$ cat src/rtl/plab4_net_tp_pkg.sv
// ----------------------------------------------------------------------------
// plab4_net_tp_pkg
// Shared domain, port-index and width definitions for the timing-protected router.
// Revision: 1.0
// ----------------------------------------------------------------------------
`default_nettype none

package plab4_net_tp_pkg;

  localparam logic DOMAIN_D0 = 1'b0;
  localparam logic DOMAIN_D1 = 1'b1;

  localparam int PORT_TERM = 0;
  localparam int PORT_WEST = 1;
  localparam int PORT_EAST = 2;

  localparam int GRANT_W = 3;
  localparam int SEL_W   = 2;

  typedef logic [GRANT_W-1:0] grant_t;
  typedef logic [SEL_W-1:0]   sel_t;

  // One-hot grant to crossbar select; an empty grant maps to port 0.
  function automatic sel_t grant_to_sel(input grant_t g);
    sel_t s;
    s = '0;
    if (g[PORT_WEST]) s = SEL_W'(PORT_WEST);
    if (g[PORT_EAST]) s = SEL_W'(PORT_EAST);
    return s;
  endfunction

endpackage

`default_nettype wire

$ cat src/rtl/plab4_net_tp_rr_arb3.sv
// ----------------------------------------------------------------------------
// plab4_net_tp_rr_arb3
// Three-input round-robin arbiter with one private priority register.
// Revision: 1.0
// ----------------------------------------------------------------------------
`default_nettype none

module plab4_net_tp_rr_arb3
  import plab4_net_tp_pkg::*;
(
  input  logic   clk,
  input  logic   reset_n,
  input  logic   en,
  input  grant_t reqs,
  output grant_t grants
);

  grant_t r_prio;
  grant_t w_grants;

  // Scan circularly upward from the one-hot priority position.
  always_comb begin
    w_grants = '0;
    if (en) begin
      case (r_prio)
        3'b010: begin
          if      (reqs[1]) w_grants = 3'b010;
          else if (reqs[2]) w_grants = 3'b100;
          else if (reqs[0]) w_grants = 3'b001;
        end
        3'b100: begin
          if      (reqs[2]) w_grants = 3'b100;
          else if (reqs[0]) w_grants = 3'b001;
          else if (reqs[1]) w_grants = 3'b010;
        end
        default: begin
          if      (reqs[0]) w_grants = 3'b001;
          else if (reqs[1]) w_grants = 3'b010;
          else if (reqs[2]) w_grants = 3'b100;
        end
      endcase
    end
  end

  // The winner's successor becomes highest priority.
  always_ff @(posedge clk or negedge reset_n) begin
    if (!reset_n) begin
      r_prio <= 3'b001;
    end else if (w_grants != '0) begin
      r_prio <= {w_grants[1:0], w_grants[2]};
    end
  end

  assign grants = w_grants;

endmodule

`default_nettype wire

$ cat src/rtl/plab4_net_router_output_ctrl_arbiter_tp.sv
// ----------------------------------------------------------------------------
// plab4_net_router_output_ctrl_arbiter_tp
// Output arbiter owning the two-domain epoch schedule, with per-domain priority.
// Revision: 1.0
// ----------------------------------------------------------------------------
`default_nettype none

module plab4_net_router_output_ctrl_arbiter_tp
  import plab4_net_tp_pkg::*;
#(
  parameter int p_epoch_len = 8,
  parameter int p_guard     = 1
) (
  input  logic   clk,
  input  logic   reset_n,
  input  grant_t reqs,
  input  logic   out_rdy_d0,
  input  logic   out_rdy_d1,
  output grant_t grants,
  output sel_t   sel,
  output logic   domain,
  output logic   guard
);

  localparam int c_cnt_nbits = $clog2(p_epoch_len);
  localparam logic [c_cnt_nbits-1:0] c_cnt_last    = c_cnt_nbits'(p_epoch_len - 1);
  localparam logic [c_cnt_nbits:0]   c_guard_start = (c_cnt_nbits + 1)'(p_epoch_len - p_guard);

  logic [c_cnt_nbits-1:0] r_cnt;
  logic                   r_domain;
  logic                   w_guard;
  logic [1:0]             w_rdy;
  grant_t                 w_dom_grants [2];

  // The schedule advances on time alone; traffic never perturbs it.
  always_ff @(posedge clk or negedge reset_n) begin
    if (!reset_n) begin
      r_cnt    <= '0;
      r_domain <= DOMAIN_D0;
    end else if (r_cnt == c_cnt_last) begin
      r_cnt    <= '0;
      r_domain <= ~r_domain;
    end else begin
      r_cnt    <= r_cnt + 1'b1;
    end
  end

  assign w_guard = ({1'b0, r_cnt} >= c_guard_start);
  assign w_rdy   = {out_rdy_d1, out_rdy_d0};

  // reset_n in the enable kills a grant as soon as reset asserts.
  for (genvar d = 0; d < 2; d++) begin : g_dom
    logic w_en;
    assign w_en = reset_n & ~w_guard & w_rdy[d] & (r_domain == 1'(d));

    plab4_net_tp_rr_arb3 u_arb (
      .clk     (clk),
      .reset_n (reset_n),
      .en      (w_en),
      .reqs    (reqs),
      .grants  (w_dom_grants[d])
    );
  end

  assign grants = w_dom_grants[0] | w_dom_grants[1];
  assign sel    = grant_to_sel(grants);
  assign domain = r_domain;
  assign guard  = w_guard;

endmodule

`default_nettype wire
$ cat config.mk
export PLATFORM = sky130hd
export DESIGN_NAME = plab4_net_router_output_ctrl_arbiter_tp
export DESIGN_NICKNAME = d
export VERILOG_FILES = /design/src/rtl/plab4_net_tp_pkg.sv /design/src/rtl/plab4_net_tp_rr_arb3.sv /design/src/rtl/plab4_net_router_output_ctrl_arbiter_tp.sv
export SDC_FILE = /design/constraint.sdc
export NUM_CORES = 1
export LEC_CHECK = 0
export BUFFER_PORTS_ARGS = -buffer_cell sky130_fd_sc_hd__buf_2
export CORE_AREA = 2 2 39 41
export CTS_BUF_LIST = sky130_fd_sc_hd__clkbuf_8
export DETAILED_ROUTE_END_ITERATION = 10
export DIE_AREA = 0 0 41 43
export PLACE_DENSITY = 0.72
export SLEW_MARGIN = 10
export SYNTH_ARGS = -nofsm -noshare
export SYNTH_HDL_FRONTEND = slang
export SYNTH_SLANG_ARGS = --single-unit
$ cat constraint.sdc
create_clock -name clk -period 2.05 [get_ports clk]
set_input_delay 0.205 -clock clk [delete_from_list [all_inputs] [get_ports clk]]
set_output_delay 0.205 -clock clk [all_outputs]
set_load 0.005 [all_outputs]
==> out/metrics.yaml <==
outcome: "finished, final reports clean"
die_width_um: 41
io_buffers: 13
crit_top_cell: "ha_1"
grt_pass1_vias: 602
crit_family: "adder cells"
routed_wl_mm: 1.53
syn-num-nets: 83
initial_core_util_pct: 49.7
endpoint_kind: "output port"
clock_sinks: 10
row_count: 14
arrival_ns: 1.78
cp-start-kind: "register"
fillers: 121
ys_seq_area_share_pct: 36.7
holdWs_ns: 0.333
drt_iter0_drc: 10
cts_htree_levels: 1
drive_gt1_share_pct: 30.0
worst-path-buf-inv: 1
critPathKind: "register to output port"
netlist_instances: 74
grt_use_total_pct: 21.5
power.leakage_nw: 0.376
fp.coreArea_mm2: 0.00138
antenna_found_initial: 0
die-area_mm2: 0.00176
finalSetupViolations: 0
power_w: 0.000701
post-route-drc-count: 0
peakVddDrop_mv: 0.498
ys_ff_latch: 10
syn_area_um2: 688
drv_cap: 0
routed-via-count: 664
gp_congestion: 0.791
critPathMaxFanout: 4
required_ns: 1.85
worst_slew_pin_slew_ns: 0.390
pwr-share-clk_pct: 35.7
intPower_w: 0.000495
syn_avg_cell_area_um2: 9.30
ant_nets: 0
slew_violations: 0
path_cells: "ha_1 -> ha_1 -> a31oi_4 -> nand2_2 -> a21oi_2 -> buf_2"
synth_top_area_cell: "dfrtp_1"
rrSetupSlack_ns: 0.14
worst_slack_ns: 0.0623
finalClockSkew_ns: 0.00159
finalNonFillerCells: 106
cp_slowest_cell: "dfrtp_1"
period_share_pct: 97.0
p_per_area_mw_per_mm2: 825
num_io_pins: 14
holdCritPathClass: "input port to register"
layout.nets: 100
power_frac_comb_pct: 23.3
critical_path.max_stage_delay_ns: 0.42
synthFlopType: "dfrtp_1"
num_antenna_cells: 0
p_switching_w: 0.000206
synth_edf_count: 0
path_clk_slew_ns: 0.05
async_reset_ff_share_pct: 100
dpl.cell_count: 101
sequentialPowerShare_pct: 41.1
hpwl_mm: 1.13
fmax_mhz: 503
die_y_um: 43
clk_latency_ns: 0.24
overflow: 0
areaGrowthSynthToFinish_pct: 23.5
cts_tree: "yes"
cts_setup_buffers: 0
switching_share_pct: 29.4
synth_top_area_share_pct: 29.1
synthTopCellsByArea: "dfrtp_1 29%, dfstp_2 7.6%, nand3_1 4.4%"
clockBufferDepth: 2
slew_headroom_pct: 73.6
cts-root-buf: "clkbuf_8"
numCtsBuffers: 3
grt_pass1_wl_mm: 2.58
finalCriticalPeriod_ns: 1.99
hold_violations: 0
vias_per_cell: 6.26
wl_per_cell_um: 14.4
yosysWarnings: 0
grt_max_degree: 14
synth_cell_types: 36
drtPass1Iterations: 4
dp_worst_setup_slack_ns: 0.129
## power by group through the flow
| stage | logic [W] | registers [W] | clock network (W) |
|---|---|---|---|
| 4_1_cts | 0.000163 | 0.000288 | 0.000254 |
| 3_5_place_dp | 0.000160 | 0.000290 | 0 |
| 5_1_grt | 0.000182 | 0.000295 | 0.000268 |
| 3_3_place_gp | 0.000156 | 0.000288 | 0 |
| 2_1_floorplan | 0.000136 | 0.000264 | 0 |
| 6_report | 0.000163 | 0.000288 | 0.000250 |
## flip-flops by register name (all words and copies together), names as in the netlist
name,cells
domain,1
g_dom.u_arb.r_prio,6
r_cnt,3
## area by class of cell
class | count | area [um^2] | share of cell area [%]
multi-input cells | 58 | 428 | 50.4
flip-flops and latches | 10 | 253 | 29.7
repair buffers | 15 | 82.6 | 9.72
clock buffers | 4 | 55.1 | 6.48
well taps | 16 | 20.0 | 2.36
inverters | 3 | 11.3 | 1.33
## worst reg2reg max path, stage by stage, from the launching register on
cell     delay (ns)
dfrtp_1        0.42
ha_1           0.22
ha_1           0.26
a31oi_4        0.21
nand3_1        0.19
mux2_2         0.32
a31o_1         0.18
## layout by cell type, fill, tap and decap left out, types with 2 or more instances in the layout
cell | synthesis | layout
o21ai_0 | 6 | 6
nand3_1 | 6 | 6
nor2b_1 | 2 | 2
o311ai_0 | 2 | 2
nand4bb_1 | 2 | 2
nor2_1 | 4 | 4
ha_1 | 2 | 2
nor4b_1 | 2 | 2
dfstp_2 | 2 | 2
clkbuf_8 | 0 | 4
inv_1 | 3 | 3
dfrtp_1 | 8 | 8
nand3b_1 | 2 | 2
nor3b_1 | 3 | 3
xnor2_1 | 2 | 2
a21oi_1 | 3 | 2
nand2_1 | 5 | 4
buf_2 | 1 | 13
## repair_timing
action,in CTS,in global routing
resized for setup,1,3
hold buffers,1,0
endpoints found under the setup margin,2,5
cloned,0,0
endpoints found under the hold margin,8,0
## synth_stat cells (3+ instances only)
master   instances
inv_1            3
nand3_1          6
o21ai_0          6
nand2_1          5
dfrtp_1          8
nor3b_1          3
a21oi_1          3
nor2_1           4
## cell families (layout without fill, tap and decap cells)
group	after synthesis	in the layout	synth area share [%]
and+or+nand+nor	30	30	26.5
AOI/OAI and AO/OA	22	22	23.5
DFF	10	10	36.7
buffers and inverters	6	22	4.18
xor gates and xnor gates	3	3	3.82
adders and majority gates	2	2	3.64
muxes	1	1	1.64
## worst paths after layout
check	from	end	cells past startpoint
setup / recovery	r_cnt[0]	grants[2]	6
hold / removal	reqs[2]	g_dom[0].u_arb.r_prio[0]	3
setup reg to reg	r_cnt[0]	g_dom[0].u_arb.r_prio[1]	6
hold reg to reg	r_cnt[0]	r_cnt[0]	1
min in group asynchronous	reset_n	g_dom[1].u_arb.r_prio[2]	2
max in group asynchronous	reset_n	g_dom[0].u_arb.r_prio[0]	2
## metal layers
layer | part of all wire [%] | GRT usage (%) | vias to the layer above
met5 | 0 | 0 | -
met4 | 2.5 | 10.0 | 0
met3 | 6.1 | 4.71 | 7
met2 | 46 | 31.9 | 25
met1 | 45 | 28.7 | 320
li1 | - | - | 312
## metrics by stage
step | util [%] | setup TNS [ns] | instance area, um^2
finish | 61.4 | 0 | 850
global placement | 55.2 | 0 | 763
CTS | 60.3 | 0 | 835
floorplan | - | 0 | 688
global route | 61.4 | -0.0338 | 850
detailed placement | 55.2 | 0 | 763
No activity file was read; power rests on OpenSTA's default activity.
